`config.mk`:
```
export PLATFORM = sky130hd
export DESIGN_NAME = jt89_regs
export DESIGN_NICKNAME = d
export VERILOG_FILES = /design/src/rtl/jt89_pkg.sv /design/src/rtl/jt89_busy.sv /design/src/rtl/jt89_regs.sv
export SDC_FILE = /design/constraint.sdc
export NUM_CORES = 1
export LEC_CHECK = 0
export BUFFER_PORTS_ARGS = -buffer_cell sky130_fd_sc_hd__clkbuf_2
export CAP_MARGIN = 20
export CORE_MARGIN = 2
export CORE_UTILIZATION = 25
export DETAILED_ROUTE_END_ITERATION = 7
export PLACE_DENSITY_LB_ADDON = 0.25
export SETUP_SLACK_MARGIN = 0.05
export SYNTH_ARGS = -nofsm -noshare
export SYNTH_HDL_FRONTEND = slang
export SYNTH_SLANG_ARGS = --single-unit
```
`constraint.sdc`:
```
create_clock -name clk -period 3.2 [get_ports clk]
set_input_delay 0.64 -clock clk [delete_from_list [all_inputs] [get_ports clk]]
set_output_delay 0.64 -clock clk [all_outputs]
set_load 0.02 [all_outputs]
```
`src/rtl/jt89_pkg.sv`:
```
`default_nettype none
// ============================================================================
// Module   : jt89_pkg
// Purpose  : Shared constants and types for the jt89 PSG register controller.
// Revision : 1.0 - initial release
// ============================================================================
package jt89_pkg;

  // Channel indices as they appear in the latch byte ch field
  localparam logic [1:0] CH_T0    = 2'd0;
  localparam logic [1:0] CH_T1    = 2'd1;
  localparam logic [1:0] CH_T2    = 2'd2;
  localparam logic [1:0] CH_NOISE = 2'd3;

  // Latch byte type bit
  localparam logic TYPE_TONE = 1'b0;
  localparam logic TYPE_VOL  = 1'b1;

  // Maximum attenuation: channel silent
  localparam logic [3:0] VOL_OFF = 4'hF;

  // Default write-busy length in clk_en ticks
  localparam int BUSY_CYC_DEF = 32;

  // Latched register selector: which channel and which kind of register
  typedef struct packed {
    logic [1:0] ch;
    logic       typ;
  } latch_t;

endpackage
`default_nettype wire

```
`src/rtl/jt89_busy.sv`:
```
`default_nettype none
// ============================================================================
// Module   : jt89_busy
// Purpose  : Write-busy counter. A start loads BUSY_CYC and drops ready; the
//            count drains one step per clk_en tick and ready returns when it
//            reaches zero. BUSY_CYC = 0 keeps ready permanently high.
// Revision : 1.0 - initial release
// ============================================================================
module jt89_busy #(
  parameter int BUSY_CYC = 32
)(
  input  logic clk,
  input  logic rst,
  input  logic clk_en,
  input  logic start,
  output logic ready
);

  localparam int             c_cnt_w = (BUSY_CYC > 0) ? $clog2(BUSY_CYC + 1) : 1;
  localparam logic [c_cnt_w-1:0] c_load = c_cnt_w'(BUSY_CYC);

  logic [c_cnt_w-1:0] r_cnt;

  // Load on start, otherwise drain on clk_en ticks; reset clears busy at once
  always_ff @(posedge clk) begin
    if (rst) begin
      r_cnt <= '0;
    end else if (start) begin
      r_cnt <= c_load;
    end else if (clk_en && (r_cnt != '0)) begin
      r_cnt <= r_cnt - 1'b1;
    end
  end

  // Ready is simply "no busy time left", so it rises on the 1->0 edge
  assign ready = (r_cnt == '0);

endmodule
`default_nettype wire

```
`src/rtl/jt89_regs.sv`:
```
`default_nettype none
// ============================================================================
// Module   : jt89_regs
// Purpose  : CPU-side register file for an SN76489-compatible PSG. Decodes
//            the latch/data byte protocol into tone periods, attenuations and
//            noise control, pulses the noise LFSR reload, and models the chip
//            write-busy time on ready.
// Options  : JT89_GG_STEREO_EN - adds gg_wr_n / stereo (Game Gear panning).
// Revision : 1.0 - initial release
// ============================================================================
module jt89_regs
  import jt89_pkg::*;
#(
  parameter int BUSY_CYC = BUSY_CYC_DEF
)(
  input  logic       clk,
  input  logic       rst,
  input  logic       clk_en,
  input  logic [7:0] din,
  input  logic       wr_n,
`ifdef JT89_GG_STEREO_EN
  input  logic       gg_wr_n,
  output logic [7:0] stereo,
`endif
  output logic       ready,
  output logic [9:0] tone0,
  output logic [9:0] tone1,
  output logic [9:0] tone2,
  output logic [3:0] vol0,
  output logic [3:0] vol1,
  output logic [3:0] vol2,
  output logic [3:0] vol3,
  output logic [2:0] noise_ctl,
  output logic       noise_rst
);

  logic       r_wr_q;
  logic       w_wr_edge;
  logic       w_wr_acc;
  logic       w_start;
  latch_t     r_latch;
  logic [1:0] w_tgt_ch;
  logic       w_tgt_typ;
  logic [9:0] r_tone [3];
  logic [3:0] r_vol  [4];
  logic [2:0] r_noise;
  logic       r_nrst;

  // wr_n history for falling-edge detection
  always_ff @(posedge clk) begin
    if (rst) r_wr_q <= 1'b1;
    else     r_wr_q <= wr_n;
  end

  // A held-low strobe produces one edge; edges while busy are dropped
  assign w_wr_edge = r_wr_q & ~wr_n;
  assign w_wr_acc  = w_wr_edge & ready;

  // Latch bytes carry their own target; data bytes reuse the latched one
  assign w_tgt_ch  = din[7] ? din[6:5] : r_latch.ch;
  assign w_tgt_typ = din[7] ? din[4]   : r_latch.typ;

  // Register file update on accepted writes
  always_ff @(posedge clk) begin
    if (rst) begin
      r_latch <= '{ch: CH_T0, typ: TYPE_TONE};
      for (int i = 0; i < 3; i++) r_tone[i] <= '0;
      for (int i = 0; i < 4; i++) r_vol[i]  <= VOL_OFF;
      r_noise <= '0;
      r_nrst  <= 1'b0;
    end else begin
      r_nrst <= 1'b0;
      if (w_wr_acc) begin
        if (din[7]) r_latch <= '{ch: din[6:5], typ: din[4]};
        for (int i = 0; i < 3; i++) begin
          if (w_tgt_typ == TYPE_TONE && w_tgt_ch == 2'(i)) begin
            if (din[7]) r_tone[i][3:0] <= din[3:0];
            else        r_tone[i][9:4] <= din[5:0];
          end
        end
        for (int i = 0; i < 4; i++) begin
          if (w_tgt_typ == TYPE_VOL && w_tgt_ch == 2'(i)) r_vol[i] <= din[3:0];
        end
        if (w_tgt_typ == TYPE_TONE && w_tgt_ch == CH_NOISE) begin
          r_noise <= din[2:0];
          r_nrst  <= 1'b1;
        end
      end
    end
  end

`ifdef JT89_GG_STEREO_EN
  logic r_gg_wr_q;
  logic w_gg_acc;
  logic [7:0] r_stereo;

  // gg_wr_n history; a same-clock wr_n edge takes priority over gg
  always_ff @(posedge clk) begin
    if (rst) r_gg_wr_q <= 1'b1;
    else     r_gg_wr_q <= gg_wr_n;
  end

  assign w_gg_acc = r_gg_wr_q & ~gg_wr_n & ready & ~w_wr_edge;

  // Stereo panning register
  always_ff @(posedge clk) begin
    if (rst)           r_stereo <= 8'hFF;
    else if (w_gg_acc) r_stereo <= din;
  end

  assign stereo  = r_stereo;
  assign w_start = w_wr_acc | w_gg_acc;
`else
  assign w_start = w_wr_acc;
`endif

  jt89_busy #(
    .BUSY_CYC (BUSY_CYC)
  ) u_busy (
    .clk    (clk),
    .rst    (rst),
    .clk_en (clk_en),
    .start  (w_start),
    .ready  (ready)
  );

  assign tone0     = r_tone[0];
  assign tone1     = r_tone[1];
  assign tone2     = r_tone[2];
  assign vol0      = r_vol[0];
  assign vol1      = r_vol[1];
  assign vol2      = r_vol[2];
  assign vol3      = r_vol[3];
  assign noise_ctl = r_noise;
  assign noise_rst = r_nrst;

endmodule
`default_nettype wire

```
# Word-level counts from Yosys, hierarchy flattened
# Memory sizes are Yosys's and may differ from the RTL's.
# Cells that the tools add are included.
totals:
  latchBits: 0
  out_inout_bits: 51
  memories: 2
  ff_bits: 14
  ramBits: 46
  romBits: 0
  wordCells: 104
  in_bits: 12
memory_table:
  columns: ["name", "words", "word_bits", "rd", "rd_clocked_by_memory_dff", "wr", "line_no", "rtl"]
  rows:
  - ["r_tone", 3, 10, 3, 0, 3, "jt89_regs.sv:44", "logic [9:0] r_tone [3];"]
  - ["r_vol", 4, 4, 4, 0, 4, "jt89_regs.sv:45", "logic [3:0] r_vol [4];"]
op_classes:
  order_cmp: 0
  reduce_logical: 17
  mux: 59
  bitwise_logic: 15
  n_eq_ne: 3
  mul: 0
  div_mod_pow: 0
  n_shift: 0
  add_sub_neg: 1
ops:
  columns: ["op", "n"]
  rows:
  - ["$mux 1", 46]
  - ["$mux 6", 5]
  - ["$mux 4", 7]
  - ["$or 1x1->1", 10]
  - ["$logic_and 1x1->1", 9]
  - ["$logic_not 6->1", 1]
  - ["$reduce_bool 6->1", 1]
  - ["$sub 6x1->6 const B", 1]
  - ["$eq 2x2->1 const B", 2]
  - ["$reduce_and 2->1", 2]
  - ["$reduce_or 2->1", 2]
  - ["$not 1->1", 3]
  - ["$and 1x1->1", 2]
  - ["$eq 2x1->1 const B", 1]
  - ["$logic_not 2->1", 1]
  - ["$mux 2", 1]
  - ["$reduce_bool 2->1", 1]

# Logic depth before layout (Yosys ltp)
# Gate-level depths: netlist (run 1).
logic_depth:
  word_depth: 8
  ltp_mapped: 6
  ltp_nobuf: 5

# By module
# A second synthesis (run 1) with hierarchy kept.
hier_totals:
  hier_cells: 194
  hier_area_um2: 2467.4
by_module_without_submodules:
  columns: ["module", "instances", "area_each_um2", "cells_each", "seq_area_each_um2"]
  rows:
  - ["jt89_regs", 1, 2129.5, 154, 1541.5]
  - ["jt89_busy", 1, 337.8, 40, 120.1]

# Worst setup path before layout (run 1)
# OpenSTA, ideal clock, no wires.
synth_timing:
  path_type: "input to register"
  from: "input port din[7]"
  to: "memory r_tone[1][4], enable pin"
  path_buffers: 2
  setup_ns: 0.377
  cell_stages: 5
  path_slack_ns: 0.806
  arrival_time_ns: 2.017
  required_ns: 2.823
  path_cell_list: "buf_4 > mux2i_4 > nand3_2 > buf_6 > o21ai_0"
synth_rtl:
  columns: ["element", "line_no", "rtl"]
  rows:
  - ["start, declared", "jt89_regs.sv:19", "input logic [7:0] din,"]
  - ["end, declared", "jt89_regs.sv:44", null]

==> flow_summary.ini, run 1 <==
[cells_and_area]
final-seq-area_mm2 = 0.00166
fillCellCount = 1074
multi_input_area_um2 = 931
nNetsFinal = 286
layout_common_cells = clkbuf_2, edfxtp_1, nand2_1, dfxtp_1, inv_1
stdcell_count = 413
antenna_cells = 0
syn2layout_area_growth_pct = 25.7
layout-drive-gt1-share_pct = 37.5
final_common_cell = clkbuf_2

[global_routing]
grt_usage_pct = 11.0
globalRouteOverflowTotal = 0
grt_max_degree = 18
antenna_found_initial = 0
grt_pass1_vias = 1841
grt_pass1_wl_um = 9630

[min_path]
worstHoldStart = noise_ctl[1]
hold_class = reg -> reg
whs_path_depth = 2
whs_endpoint = noise_ctl[1]

[yosys]
async_flop_share_pct = 0
synth_ff_type = edfxtp_1
synth_edf_count = 46
synth.yosys.seq_area_share_pct = 61.9
syn_area_mm2 = 0.00268
ys_seq_elements = 60
synth_area_per_cell_um2 = 13.2
yosysTopAreaCell = edfxtp_1
synthTopCellsByArea = edfxtp_1, dfxtp_1, nand2_1
synthesis.nets = 217
synth_top_area_share_pct = 51.5
ys_warn_count = 0
yosysUniqueCellTypes = 49
netlist_instances = 203

[clocking]
clk_latency_ns = 0.34
cts_inserted_buffers = 9
clock-sinks = 60
clockRootBuffer = clkbuf_8
tritoncts = yes
cts_buffer_depth = 2
ctsResizeCount = 0
clk_pin_slew_ns = 0.07
cts_setup_buffers = 0
h-tree-depth = 3
cts_hold_buffers = 0

[critical_path]
setup.worst_path.class = in -> reg
critPathRequiredTime_ns = 3.17
max_stage_delay_ns = 0.61
r2r-start = u_busy.r_cnt[0]
worst-path-max-fanout = 17
worst_r2r_path_depth = 5
rr_endpoint = r_tone[0][0]
cp.arrival_ns = 2.39
start_kind = input pin
end_kind = flop
critical-path-slowest-cell = o31ai_1
r2r_setup_slack_ns = 0.92
cp_cell_sequence = clkbuf_2 -> mux2i_4 -> nand3_2 -> o31ai_1

[power]
p_leak_nw = 1.25
vdd_drop_max_uv = 271
p_per_area_mw_per_mm2 = 745

[die]
rows = 37
io_pins = 63
start_util_pct = 25.9
die_h_um = 108
die_w_um = 108
die-area_mm2 = 0.0116
core-area_mm2 = 0.0104

[sta]
relSlewSlack_pct = 41.3
setup_tns_ns = 0
hold_violations = 0
setup_ws_ns = 0.783
setup_viol = 0
fmax_mhz = 414
tightest_slew_ns = 0.873
finalCritPeriodShare_pct = 75.5
slew_viol_final = 0
min_period_ns = 2.42
grt_setup_unrepaired = false
finClkSkew_ns = 0.00900

[detailed_routing]
wl_um = 6020
via_per_inst = 4.44
route.vias.total = 1832
first_pass_iters = 4
postRouteAntennaNets = 0
drc = 0
drtIter0Drc = 99
wl_per_cell_um = 14.6

[status]
status = finished clean

[place]
dp.cells = 397
globalplace.congestion = 0.746
portBuffers = 62
dp_slack_ns = 0.400
dp.final_hpwl_um = 4510

[job]
drv_cap = 0
==> power breakdown <==
part | internal (mW) | switching, mW
clock | 0.443 | 0.313
combinational | 0.251 | 0.523
sequential | 0.923 | 0.0575
total | 1.62 | 0.894
==> cells in the mapped netlist (4+ instances only) <==
master    number
edfxtp_1      46
dfxtp_1       14
nor3_2         5
a21oi_1        7
o21ai_0        4
nand3b_1       4
nor2_1         5
inv_1         10
a21o_1         4
and2_1         6
nor3_1         6
nand2_1       29
o31ai_1        5
==> layout make-up <==
cell class	instances	share of cell area [%]
inverter	10	1.11
multi-input combinational	124	27.6
tap	136	5.05
sequential	60	49.3
clock buffer	9	3.67
timing repair buffer	67	10.3
clock inverter	7	2.93
==> how the worst max path moves through the flow <==
| stage | from | end | slack (ns) |
|---|---|---|---|
| global placement | din[7] | r_tone[0][3] | 0.51 |
| finish | din[7] | r_tone[0][0] | 0.78 |
| floorplan | din[7] | r_tone[1][4] | 0.81 |
| global route | din[7] | r_tone[0][3] | 0.59 |
| detailed placement | din[7] | r_tone[0][2] | 0.40 |
| CTS | din[7] | r_tone[0][3] | 0.76 |
==> metrics by stage <==
stage               hold slack, ns  utilization, %  power [mW]  instance area [µm²]
floorplan                    0.471               -        1.56                 2680
finish                       0.461            32.5        2.51                 3370
detailed placement           0.455            30.4        1.78                 3150
global placement             0.447            30.4        1.77                 3150
global route                 0.488            32.5        2.67                 3370
CTS                          0.467            32.5        2.54                 3370
==> flip-flops by register name (all words and copies together), names as in the netlist <==
signal and flops:
r_latch 3, r_wr_q 1, noise_ctl 3, noise_rst 1
r_vol 16, u_busy.r_cnt 6, r_tone 30
==> worst max-delay path, delay by kind of cell <==
kind | cells | cell delay [ns]
and+or+nand+nor | 1 | 0.30
muxes | 1 | 0.55
AOI/OAI and AO/OA | 1 | 0.61
buffers and inverters | 1 | 0.28
==> per-layer routing <==
layer / vias up / part of all wire [%] / track usage [%]
li1: 906 / - / -
met1: 866 / 44 / 13.2
met2: 50 / 48 / 17.7
met3: 10 / 5.5 / 4.18
met4: 0 / 2.4 / 4.49
met5: - / 0 / 0
==> logic make-up after synthesis <==
logic type	share of synthesized area, %
flops	61.9
fa+ha+maj	0.933
compound gates	12.7
simple gates	19.1
mux	1.96
buf+inv	3.36
Power figures use the tool's default switching activity.
==> run 2, diff against run 1 <==
==> constraint.sdc (replaced) <==
create_clock -name clk -period 2.3 [get_ports clk]
set_input_delay 0.46 -clock clk [delete_from_list [all_inputs] [get_ports clk]]
set_output_delay 0.46 -clock clk [all_outputs]
set_load 0.02 [all_outputs]
==> run 2 against run 1 <==
  * Die area did not move
  * Sequential share of layout area decreased by 0.67 points
  * Count of clock-buffer cells in the layout did not move
  * Power increased by 36%
  * Clock power up 22%
  * Combinational power up 46%
  * Sequential power up 39%
  * Non-clock buffer count up 10
  * Wire length rose by 0.12%
  * Worst setup slack worse by 0.55 ns
  * Register-to-register slack got worse by 0.69 ns
  * Core utilization is 0.45 points higher
==> flow_summary.ini, run 2 (same netlist as run 1, synthesis figures left out) <==
[place]
globalplace.congestion = 0.773
dpl_cell_area_mm2 = 0.00322
dp_slack_ns = 0.169
dp.final_hpwl_um = 4470
portBuffers = 62

[die]
die_w_um = 108
rows = 37
io_pins = 63
core-area_mm2 = 0.0104
start_util_pct = 25.9
die_h_um = 108
die-area_mm2 = 0.0116

[sta]
setup_ws_ns = 0.230
min_period_ns = 2.07
finalCritPeriodShare_pct = 90.0
setup_viol = 0
fmax_mhz = 483
relSlewSlack_pct = 67.1
setup_tns_ns = 0
slew_viol_final = 0
finClkSkew_ns = 0.0143
hold_violations = 0
tightest_slew_ns = 0.493
grt_setup_unrepaired = false

[clocking]
ctsResizeCount = 0
cts_inserted_buffers = 9
cts_hold_buffers = 0
cts_buffer_depth = 2
clock-sinks = 60
cts_setup_buffers = 0
tritoncts = yes
h-tree-depth = 3
clk_pin_slew_ns = 0.07
clockRootBuffer = clkbuf_8
clk_latency_ns = 0.35

[detailed_routing]
via_per_inst = 4.33
drtIter0Drc = 70
postRouteAntennaNets = 0
route.vias.total = 1830
drc = 0
wl_per_cell_um = 14.3
first_pass_iters = 6
wl_um = 6030

[power]
sw_frac_of_total_pct = 36.5
vdd_drop_max_uv = 345
p_comb_share_pct = 33.1
p_per_area_mw_per_mm2 = 999
seq_power_share_pct = 39.9
clockPowerShare_pct = 27.0
p_int_mw = 2.17
power_mw = 3.41
p_sw_mw = 1.25
p_leak_nw = 1.29

[cells_and_area]
final_common_cell = clkbuf_2
fillCellCount = 1086
antenna_cells = 0
nNetsFinal = 296
top_register = r_tone
layout-drive-gt1-share_pct = 39.7
reg_top3 = r_tone: 30 flops, r_vol: 16 flops, u_busy.r_cnt: 6 flops
stdcell_area_mm2 = 0.00342
largest_reg_flops = 30
layout_common_cells = clkbuf_2, edfxtp_1, nand2_1, buf_4, dfxtp_1
syn2layout_area_growth_pct = 27.4

[status]
status = finished clean

[global_routing]
grt_pass1_vias = 1797
grt_usage_pct = 10.9
antenna_found_initial = 0
globalRouteOverflowTotal = 0
grt_max_degree = 22
grt_pass1_wl_um = 9260

[critical_path]
max_stage_delay_ns = 0.34
critPathRequiredTime_ns = 2.36
cpLargestDelayFamily = simple AND/OR/NAND/NOR gates
crit_buf_inv = 2
start_kind = flop
critical-path-slowest-cell = and4bb_2
end_kind = flop
setup.worst_path.class = reg -> reg
cp_cell_sequence = inv_1 -> ha_1 -> and4bb_2 -> nand3_2 -> o31ai_1 -> buf_4
worst-path-max-fanout = 11
r2r_setup_slack_ns = 0.23
cp.arrival_ns = 2.13

[job]
drv_cap = 0

[min_path]
hold_class = in -> reg
run 2: stage by stage:
step / hold WS [ns] / utilization [%] / cells
floorplan: 0.471 / - / 203
global placement: 0.449 / 31.1 / 407
detailed placement: 0.454 / 31.1 / 407
CTS: 0.332 / 32.9 / 423
global route: 0.354 / 33.0 / 423
finish: 0.349 / 33.0 / 423
run 2: power groups by stage:
stage | clock network (mW) | registers, mW | logic (mW)
after floorplan | 0 | 1.43 | 0.739
after global placement | 0 | 1.39 | 1.13
after detailed placement | 0 | 1.39 | 1.13
after CTS | 0.946 | 1.36 | 1.13
after global routing | 0.990 | 1.37 | 1.25
final | 0.922 | 1.36 | 1.13
run 2: final timing paths:
path / cells past startpoint / start / end
max: 6 / u_busy.r_cnt[0] / r_tone[0][1]
min: 2 / wr_n / r_wr_q
max reg2reg: 6 / u_busy.r_cnt[0] / r_tone[0][1]
min reg2reg: 2 / noise_ctl[0] / noise_ctl[0]
run 2: metal layers:
metal | global-route usage [%] | wire [µm]
met5 | 0 | 0
met4 | 5.77 | 115
met3 | 3.51 | 324
met2 | 17.8 | 2960
met1 | 12.6 | 2630
run 2: worst register-to-register path: stages (launching register included):
cell,delay (ns)
dfxtp_1,0.33
inv_1,0.12
ha_1,0.28
and4bb_2,0.34
nand3_2,0.23
o31ai_1,0.30
buf_4,0.17
run 2: final cells by class:
type	count	area [µm²]	area share, %
clock buffer	9	124	3.63
inverter	10	37.5	1.10
multi-input combinational	124	933	27.3
tap	136	170	4.98
sequential	60	1660	48.6
clock inverter	7	67.6	1.98
timing repair buffer	77	423	12.4
==> run 3, diff against run 2 <==
--- a/config.mk
+++ b/config.mk
@@ -5,6 +5,7 @@
 export SDC_FILE = /design/constraint.sdc
 export NUM_CORES = 1
 export LEC_CHECK = 0
+export ABC_AREA = 1
 export BUFFER_PORTS_ARGS = -buffer_cell sky130_fd_sc_hd__clkbuf_2
 export CAP_MARGIN = 20
 export CORE_MARGIN = 2
@@ -12,6 +13,7 @@
 export DETAILED_ROUTE_END_ITERATION = 7
 export PLACE_DENSITY_LB_ADDON = 0.25
 export SETUP_SLACK_MARGIN = 0.05
+export SLEW_MARGIN = 20
 export SYNTH_ARGS = -nofsm -noshare
 export SYNTH_HDL_FRONTEND = slang
 export SYNTH_SLANG_ARGS = --single-unit
==> run 3 against run 2 <==
  * Cell area decreased by 6.2%
  * Die area fell by 5.6%
  * Synthesized area shrank 5.8%
  * Register-to-register slack better by 0.15 ns
  * Wire length decreased by 8.3%
  * Non-clock buffer count fell by 13
==> flow_summary.ini, run 3 <==
[cells_and_area]
final_common_cell = clkbuf_2
stdcell_count = 426
antenna_cells = 0
multi_input_area_um2 = 751
fillCellCount = 1036
layout-drive-gt1-share_pct = 36.2
largest_reg_flops = 30
top_register = r_tone
final-seq-area_mm2 = 0.00166
nNetsFinal = 302
layout_common_cells = clkbuf_2, nand2_1, edfxtp_1, inv_1, nor2_1
reg_top3 = r_tone: 30 flops, r_vol: 16 flops, u_busy.r_cnt: 6 flops
finish.utilization_pct = 32.8
syn2layout_area_growth_pct = 26.8

[yosys]
synthTopCellsByArea = edfxtp_1, dfxtp_1, nand2_1
synth_ff_type = edfxtp_1
synth_top_cells_by_count = nand2_1, edfxtp_1, inv_1, nor2_1
yosysMostFrequentCell = nand2_1
async_flop_share_pct = 0
synthesis.nets = 230
syn_area_mm2 = 0.00253
synth_top_area_share_pct = 54.7
synth_edf_count = 46
synth_area_per_cell_um2 = 11.7
synth.yosys.seq_area_share_pct = 65.8
netlist_instances = 216
ys_seq_elements = 60
yosysUniqueCellTypes = 31
ys_warn_count = 0
yosysTopAreaCell = edfxtp_1

[sta]
finalCritPeriodShare_pct = 83.6
hold_violations = 0
fmax_mhz = 520
relSlewSlack_pct = 72.0
slew_viol_final = 0
min_period_ns = 1.92
finClkSkew_ns = 0.00784
tightest_slew_ns = 0.420
setup_viol = 0
grt_setup_unrepaired = false
setup_tns_ns = 0

[clocking]
clockRootBuffer = clkbuf_8
h-tree-depth = 3
clk_latency_ns = 0.34
cts_setup_buffers = 0
cts_inserted_buffers = 9
clock-sinks = 60
clk_pin_slew_ns = 0.06
ctsResizeCount = 0
cts_buffer_depth = 2
tritoncts = yes
cts_hold_buffers = 0

[detailed_routing]
drc = 0
first_pass_iters = 4
dr_wl_met3_um = 344
postRouteAntennaNets = 0
route.vias.total = 1750
drtIter0Drc = 102
dr_wl_met2_um = 2530
wl_um = 5530
wl_per_cell_um = 13.0
via_per_inst = 4.11
wl_met1_um = 2570
top_layer_used = met4

[power]
p_leak_nw = 1.31
p_comb_share_pct = 21.4
sw_frac_of_total_pct = 30.0
clockPowerShare_pct = 34.1
seq_power_share_pct = 44.5
power_mw = 2.94
p_int_mw = 2.06
p_per_area_mw_per_mm2 = 918
vdd_drop_max_uv = 332
p_sw_uw = 884

[die]
die_h_um = 105
io_pins = 63
rows = 36
die_w_um = 105
die-area_mm2 = 0.0109
start_util_pct = 25.8
core-area_mm2 = 0.00977

[critical_path]
end_kind = flop
r2r_setup_slack_ns = 0.38
cp_cell_sequence = inv_1 -> ha_1 -> nand3_4 -> nor2_8 -> nand2_4 -> clkinv_4 -> nand2_4 -> a21oi_1
critical-path-slowest-cell = a21oi_1
cp.arrival_ns = 2.02
setup.worst_path.class = reg -> reg
crit_cells = 8
max_stage_delay_ns = 0.36
worst_r2r_path_depth = 8
critPathRequiredTime_ns = 2.39
crit_buf_inv = 2
r2r-start = u_busy.r_cnt[0]
worst-path-max-fanout = 10
cpLargestDelayFamily = simple AND/OR/NAND/NOR gates
cp-startpoint = u_busy.r_cnt[0]
crit_top_cell = nand2_4
start_kind = flop
rr_endpoint = r_tone[0][0]
crit_end = r_tone[0][0]

[global_routing]
antenna_found_initial = 0
grt_pass1_vias = 1726
grt_usage_pct = 10.9
grt_pass1_wl_um = 8930
globalRouteOverflowTotal = 0
grt_max_degree = 13

[place]
dp.cells = 410
globalplace.congestion = 0.737
portBuffers = 62
dp.final_hpwl_um = 4140

[min_path]
hold_class = in -> reg

[job]
drv_cap = 0

[status]
status = finished clean
run 3: changes by cell type after synthesis, moves of 4 or more:
cell	before	now
nor2_4	0	6
nand2_1	29	55
nand3_1	1	11
nor3_1	6	0
and2_1	6	0
nor2_1	5	17
a21oi_1	7	14
inv_1	10	19
o31ai_1	5	0
a21o_1	4	0
nand3b_1	4	0
run 3: area by class of cell:
type | instances | share of cell area (%)
Clock buffer | 10 | 3.98
Sequential cell | 60 | 51.9
Timing Repair Buffer | 64 | 10.2
Tap cell | 133 | 5.19
Multi-Input combinational cell | 130 | 23.4
Inverter | 23 | 2.93
Clock inverter | 6 | 2.46
run 3: through the flow:
step	hold WS, ns	instance area, µm²	worst slack, ns
2_1_floorplan	0.444	2530	0.516
3_3_place_gp	0.455	3000	0.300
3_5_place_dp	0.459	3000	0.216
4_1_cts	0.322	3200	0.332
5_1_grt	0.356	3200	0.184
6_report	0.336	3200	0.377
run 3: how the worst min path moves through the flow:
stage | start | to | slack (ns) | cells past startpoint
after global routing | wr_n | r_wr_q | 0.36 | 3
after detailed placement | r_latch[1] | r_latch[1] | 0.46 | 2
after floorplan | r_latch[2] | r_latch[2] | 0.44 | 2
final | wr_n | r_wr_q | 0.34 | 3
after global placement | r_latch[2] | r_latch[2] | 0.45 | 2
after CTS | wr_n | r_wr_q | 0.32 | 3
run 3: power groups by stage:
| stage | clock [mW] | combinational, mW | sequential, mW |
|---|---|---|---|
| 6_report | 1.00 | 0.629 | 1.31 |
| 5_1_grt | 1.07 | 0.700 | 1.32 |
| 4_1_cts | 1.03 | 0.642 | 1.31 |
| 3_5_place_dp | 0 | 0.640 | 1.33 |
| 3_3_place_gp | 0 | 0.636 | 1.33 |
| 2_1_floorplan | 0 | 0.409 | 1.40 |
run 3: layer usage:
layer  global-route usage [%]  up-vias
li1                         -      868
met1                     13.4      823
met2                     16.4       51
met4                     6.08        0
met3                     4.01        8
met5                        0        -
run 3: cell families after synthesis:
kind of cell | share of synthesized area [%]
simple gates | 23.6
flops | 65.8
buf+inv | 4.51
compound gates | 4.46
xor+xnor | 0.694
fa+ha+maj | 0.990
run 3: worst min-delay path, delay by kind of cell:
| family | cells | cell delay (ns) |
|---|---|---|
| simple gates | 1 | 0.05 |
| buf+inv | 2 | 0.13 |
